**src/rtl/wb_scan_bridge.sv**
```systemverilog
// wb_scan_bridge: Wishbone slave that turns each bus access into a four-phase
// req/ack transaction on the scan chain. The host ack is synchronised, the bus
// ack is a single-cycle pulse, and requests the host never answers time out.
//
// state   | meaning
// --------+---------------------------------------------------------------
// IDLE    | no request pending; accepts a new access once host ack is low
// REQ     | o_scan_cyc high, fields frozen, waiting for host ack or timeout
// RELEASE | bus ack pulse is high for this one cycle; clear it and rdt
// DRAIN   | wait for the host to drop its ack before the next request
module wb_scan_bridge #(
  parameter int unsigned TIMEOUT_CYCLES = 4096,
  parameter logic [31:0] TIMEOUT_DATA   = 32'hDEADBEEF
) (
  input  logic        clk,
  input  logic        i_rst,
  input  logic [31:0] i_wb_adr,
  input  logic [31:0] i_wb_dat,
  input  logic [3:0]  i_wb_sel,
  input  logic        i_wb_we,
  input  logic        i_wb_cyc,
  output logic [31:0] o_wb_rdt,
  output logic        o_wb_ack,
  output logic [31:0] o_scan_adr,
  output logic [31:0] o_scan_dat,
  output logic [3:0]  o_scan_sel,
  output logic        o_scan_we,
  output logic        o_scan_cyc,
  input  logic [31:0] i_scan_rdt,
  input  logic        i_scan_ack,
  output logic        o_timeout
);

  typedef enum logic [1:0] {
    S_IDLE    = 2'd0,
    S_REQ     = 2'd1,
    S_RELEASE = 2'd2,
    S_DRAIN   = 2'd3
  } state_t;

  // Timeout fires on the REQ cycle whose counter equals TIMEOUT_CYCLES-1.
  localparam bit          LP_TO_EN   = (TIMEOUT_CYCLES != 0);
  localparam logic [31:0] LP_TC_LAST = LP_TO_EN ? 32'(TIMEOUT_CYCLES - 1) : 32'd0;

  state_t      r_state;
  state_t      w_state_nxt;
  logic        r_ack_meta;
  logic        r_ack_s;
  logic [31:0] r_cnt;
  logic [31:0] r_wb_rdt;
  logic        r_wb_ack;
  logic [31:0] r_scan_adr;
  logic [31:0] r_scan_dat;
  logic [3:0]  r_scan_sel;
  logic        r_scan_we;
  logic        r_scan_cyc;
  logic        r_timeout;
  logic        w_accept;
  logic        w_timeout_hit;

  // A stale host ack (still high after reset or a timeout) blocks acceptance.
  assign w_accept      = (r_state == S_IDLE) && i_wb_cyc && !r_ack_s && !r_wb_ack;
  assign w_timeout_hit = LP_TO_EN && (r_cnt == LP_TC_LAST);

  // Two-flop synchroniser for the asynchronous host ack level.
  always_ff @(posedge clk or posedge i_rst) begin
    if (i_rst) begin
      r_ack_meta <= 1'b0;
      r_ack_s    <= 1'b0;
    end else begin
      r_ack_meta <= i_scan_ack;
      r_ack_s    <= r_ack_meta;
    end
  end

  // FSM state register.
  always_ff @(posedge clk or posedge i_rst) begin
    if (i_rst) r_state <= S_IDLE;
    else       r_state <= w_state_nxt;
  end

  // Next-state logic; ack beats timeout when both are true in REQ.
  always_comb begin
    w_state_nxt = r_state;
    case (r_state)
      S_IDLE:    if (w_accept) w_state_nxt = S_REQ;
      S_REQ:     if (r_ack_s || w_timeout_hit) w_state_nxt = S_RELEASE;
      S_RELEASE: w_state_nxt = S_DRAIN;
      S_DRAIN:   if (!r_ack_s) w_state_nxt = S_IDLE;
      default:   w_state_nxt = S_IDLE;
    endcase
  end

  // Request latching, completion data, bus ack pulse, timeout counter and flag.
  always_ff @(posedge clk or posedge i_rst) begin
    if (i_rst) begin
      r_cnt      <= '0;
      r_wb_rdt   <= '0;
      r_wb_ack   <= 1'b0;
      r_scan_adr <= '0;
      r_scan_dat <= '0;
      r_scan_sel <= '0;
      r_scan_we  <= 1'b0;
      r_scan_cyc <= 1'b0;
      r_timeout  <= 1'b0;
    end else begin
      case (r_state)
        S_IDLE: begin
          if (w_accept) begin
            r_scan_adr <= i_wb_adr;
            r_scan_dat <= i_wb_dat;
            r_scan_sel <= i_wb_sel;
            r_scan_we  <= i_wb_we;
            r_scan_cyc <= 1'b1;
            r_cnt      <= '0;
          end
        end
        S_REQ: begin
          if (r_ack_s) begin
            // Host data is stable while its ack is high, so no sync is needed here.
            r_wb_rdt   <= r_scan_we ? 32'd0 : i_scan_rdt;
            r_wb_ack   <= i_wb_cyc;
            r_scan_cyc <= 1'b0;
          end else if (w_timeout_hit) begin
            r_wb_rdt   <= TIMEOUT_DATA;
            r_wb_ack   <= i_wb_cyc;
            r_timeout  <= 1'b1;
            r_scan_cyc <= 1'b0;
          end else if (r_cnt != 32'hFFFF_FFFF) begin
            r_cnt <= r_cnt + 32'd1;
          end
        end
        S_RELEASE: begin
          r_wb_ack <= 1'b0;
          r_wb_rdt <= '0;
        end
        default: begin
        end
      endcase
    end
  end

  assign o_wb_rdt   = r_wb_rdt;
  assign o_wb_ack   = r_wb_ack;
  assign o_scan_adr = r_scan_adr;
  assign o_scan_dat = r_scan_dat;
  assign o_scan_sel = r_scan_sel;
  assign o_scan_we  = r_scan_we;
  assign o_scan_cyc = r_scan_cyc;
  assign o_timeout  = r_timeout;

endmodule

```
**config.mk**
```make
export PLATFORM = sky130hd
export DESIGN_NAME = wb_scan_bridge
export DESIGN_NICKNAME = d
export VERILOG_FILES = /design/src/rtl/wb_scan_bridge.sv
export SDC_FILE = /design/constraint.sdc
export NUM_CORES = 1
export LEC_CHECK = 0
export CAP_MARGIN = 20
export CORE_AREA = 2 2 92 160
export CTS_CLUSTER_SIZE = 16
export DETAILED_ROUTE_END_ITERATION = 8
export DIE_AREA = 0 0 94 162
export HOLD_SLACK_MARGIN = 0.15
export PLACE_DENSITY = 0.92
export SLEW_MARGIN = 25
export SYNTH_ARGS = -nofsm -noshare
export SYNTH_HDL_FRONTEND = slang
export SYNTH_SLANG_ARGS = --single-unit
```
**constraint.sdc**
```tcl
create_clock -name clk -period 5.6 [get_ports clk]
set_input_delay 1.12 -clock clk [delete_from_list [all_inputs] [get_ports clk]]
set_output_delay 1.12 -clock clk [all_outputs]
set_load 0.01 [all_outputs]
```
==> flow_metrics.env <==
export IMPL_status="finished, final reports clean"
export IMPL_syn_to_final_growth_pct=43.6
export IMPL_routed_wl_mm=18.7
export IMPL_hp_class="reg -> reg"
export IMPL_period_minus_slack_ps=3500
export IMPL_coreArea_mm2=0.0139
export IMPL_die_h_um=162
export IMPL_crit_path_end_kind="flop"
export IMPL_critPathRequiredTime_ps=5900
export IMPL_synth_async_reset_ratio_pct=100
export IMPL_crit_arrival_ps=3790
export IMPL_hold_viol_final=0
export IMPL_routedWlPerCell_um=19.8
export IMPL_cts_resized=0
export IMPL_insertion_delay_ps=430
export IMPL_reg2reg_depth=7
export IMPL_max_slew_margin_pct=34.8
export IMPL_num_vias=5389
export IMPL_max_freq_ghz=0.286
export IMPL_tns_ps=0
export IMPL_worstSetupPathType="in -> reg"
export IMPL_htree_num_levels=4
export IMPL_fin_nets=868
export IMPL_min_to="r_ack_s"
export IMPL_cts_tree="built"
export IMPL_vdd_drop_max_mv=0.380
export IMPL_rows=57
export IMPL_multi_input_area_mm2=0.00262
export IMPL_tightest_slew_ps=973
export IMPL_setup_viol=0
export IMPL_hold_buffers=0
export IMPL_routed_via_density=5.68
export IMPL_ant_nets=0
export IMPL_dp_hpwl_mm=12.9
export IMPL_drc=0
export IMPL_pwr_density_cell_mw_per_mm2=536
export IMPL_grt_usage_pct=25.3
export IMPL_cts_buffers=17
export IMPL_antenna_found_initial=1
export IMPL_clockBufferDepth=2
export IMPL_cts_sinks=140
export IMPL_dr_first_iter_drc_count=422
export IMPL_syn_avg_cell_area_um2=11.6
export IMPL_synth_flop_cell="dfrtp_1"
export IMPL_hold_depth=0
export IMPL_leakagePower_nw=3.98
export IMPL_start_util_pct=46.4
export IMPL_timing_rr_start="r_cnt[0]"
export IMPL_ios=209
export IMPL_nFillCells=955
export IMPL_globalplace_congestion=0.889
export IMPL_die_w_um=94
export IMPL_yosys_register_bits=140
export IMPL_port_buffers=208
export IMPL_hold_start="r_ack_meta"
export IMPL_path_clk_slew_ps=70
export IMPL_grt_max_degree=111
export IMPL_path_max_fanout=71
export IMPL_p_total_w=0.00496
export IMPL_drv_cap=0
export IMPL_critPathLaunchType="input port"
export IMPL_finClkSkew_ps=20.3
export IMPL_netlist_instances=558
export IMPL_synth_distinct_cells=51
export IMPL_slew_violations=0
export IMPL_synth_nets=669
export IMPL_post_cts_buffers=0
export IMPL_fp_dieArea_mm2=0.0152
export IMPL_r2r_slack_ps=2510
export IMPL_layout_drive_gt1_share_pct=15.6
export IMPL_grt_pass1_vias=5589
export IMPL_cts_root_buf="clkbuf_16"
export IMPL_finalCritPeriodShare_pct=62.5
export IMPL_yosysSeqAreaShare_pct=54.3
export IMPL_area_sequential_mm2=0.00350
export IMPL_grt_pass1_wl_mm=29.8
export IMPL_yosys_warnings=0
export IMPL_grt_overflow_total=0
export IMPL_firstDrtPassIters=5
export IMPL_synth_area_mm2=0.00645
export IMPL_worst_r2r_endpoint="o_wb_rdt[5]"
export IMPL_synth_edf_count=0
export IMPL_rsz0062_at_grt="false"
export IMPL_startpoint="i_wb_cyc"
-- synthesized netlist by cell type (2+ instances only) --
| cell type | instances | share of area, % |
|---|---|---|
| a21o_1 | 2 | 0.23 |
| a21oi_1 | 24 | 1.9 |
| a221o_1 | 13 | 2.0 |
| a31oi_1 | 21 | 2.0 |
| a41oi_1 | 6 | 0.81 |
| and2_1 | 5 | 0.48 |
| and3_1 | 20 | 1.9 |
| and4_1 | 3 | 0.41 |
| buf_1 | 2 | 0.12 |
| buf_12 | 2 | 0.62 |
| buf_2 | 4 | 0.31 |
| buf_6 | 2 | 0.35 |
| clkbuf_1 | 25 | 1.5 |
| dfrtp_1 | 140 | 54 |
| ha_1 | 6 | 1.2 |
| inv_1 | 43 | 2.5 |
| mux2_2 | 70 | 12 |
| mux2i_1 | 26 | 4.0 |
| nand2_1 | 22 | 1.3 |
| nand2b_1 | 5 | 0.48 |
| nand3_1 | 7 | 0.54 |
| nand3b_1 | 2 | 0.23 |
| nand4_1 | 26 | 2.5 |
| nor2_1 | 22 | 1.3 |
| nor2b_1 | 2 | 0.19 |
| nor3_1 | 4 | 0.31 |
| nor3b_1 | 2 | 0.23 |
| nor4_1 | 13 | 1.3 |
| o211ai_1 | 3 | 0.35 |
| o21ai_0 | 13 | 1.0 |
| or3_1 | 2 | 0.19 |
| or4_4 | 2 | 0.35 |
-- critical path, cell delays in order --
cell             delay [ps]
clkdlybuf4s50_1         500
nor4bb_4                340
buf_4                   770
nand3b_1                270
o31a_1                  350
a221o_1                 420
-- power by group --
part,internal (W),total [W],switching (W)
combinational,0.00117,0.00212,0.000955
sequential,0.00142,0.00168,0.000260
clock,0.000652,0.00116,0.000507
-- placed cells by master, fill, tap and decap left out, drive strengths merged, types with 3 or more instances in the layout --
| cell | Yosys | layout |
|---|---|---|
| a21oi | 24 | 24 |
| a221o | 13 | 13 |
| a31oi | 21 | 21 |
| a41oi | 6 | 6 |
| and2 | 5 | 5 |
| and3 | 20 | 20 |
| and4 | 3 | 3 |
| buf | 10 | 7 |
| clkbuf | 25 | 18 |
| clkdlybuf4s50 | 0 | 208 |
| clkinv | 0 | 4 |
| dfrtp | 140 | 140 |
| ha | 6 | 6 |
| inv | 43 | 52 |
| mux2 | 71 | 71 |
| mux2i | 26 | 26 |
| nand2 | 22 | 22 |
| nand2b | 5 | 5 |
| nand3 | 8 | 8 |
| nand4 | 26 | 26 |
| nor2 | 22 | 22 |
| nor3 | 5 | 5 |
| nor4 | 14 | 14 |
| o211ai | 3 | 3 |
| o21ai | 14 | 14 |
| or4 | 3 | 3 |
-- cell type report --
| type | count | share of cell area [%] |
|---|---|---|
| Tap cell | 177 | 2.39 |
| Inverter | 43 | 1.82 |
| Timing Repair Buffer | 215 | 23.1 |
| Antenna cell | 1 | 0.0270 |
| Clock inverter | 14 | 1.80 |
| Clock buffer | 18 | 4.74 |
| Sequential cell | 140 | 37.8 |
| Multi-Input combinational cell | 340 | 28.3 |
-- flip-flops by register name, indices dropped and copies added, names as in the netlist --
signal      cells
o_scan_adr     32
o_scan_cyc      1
o_scan_dat     32
o_scan_sel      4
o_scan_we       1
o_timeout       1
o_wb_ack        1
o_wb_rdt       32
r_ack_meta      1
r_ack_s         1
r_cnt          32
r_state         2
-- worst max path at each step --
stage / to / slack, ps / cells past startpoint
4_1_cts: r_cnt[10] / 2110 / 6
5_1_grt: r_cnt[10] / 1950 / 6
6_report: r_cnt[10] / 2100 / 6
2_1_floorplan: o_scan_adr[0] / 730 / 1
3_3_place_gp: r_cnt[22] / 1870 / 6
3_5_place_dp: r_cnt[23] / 1750 / 6
-- logic make-up after synthesis --
group / after synthesis / synth area share (%)
AND/OR/NAND/NOR: 144 / 12.9
flip-flops: 140 / 54.3
multiplexers: 97 / 16.4
AO/OA/AOI/OAI: 93 / 9.87
buffers and inverters: 78 / 5.35
adder cells (fa/ha/maj): 6 / 1.16
-- per-stage QoR --
step / hold slack (ps) / std cells / setup WS (ps) / util (%) / instance area [µm²]
6_report: 361 / 948 / 2100 / 66.6 / 9260
3_5_place_dp: 345 / 915 / 1750 / 62.2 / 8650
4_1_cts: 366 / 947 / 2110 / 66.5 / 9260
3_3_place_gp: 334 / 915 / 1870 / 62.2 / 8640
2_1_floorplan: 331 / 558 / 727 / - / 6450
5_1_grt: 369 / 948 / 1950 / 66.6 / 9260
-- routing by layer --
layer	up-vias	part of all wire (%)	GRT usage [%]
met2	246	56	45.0
met3	54	5.9	6.17
met1	2645	35	27.9
met4	0	3.3	11.5
li1	2444	-	-
met5	-	0	0
Note: power is estimated with default switching activity, not from simulation.
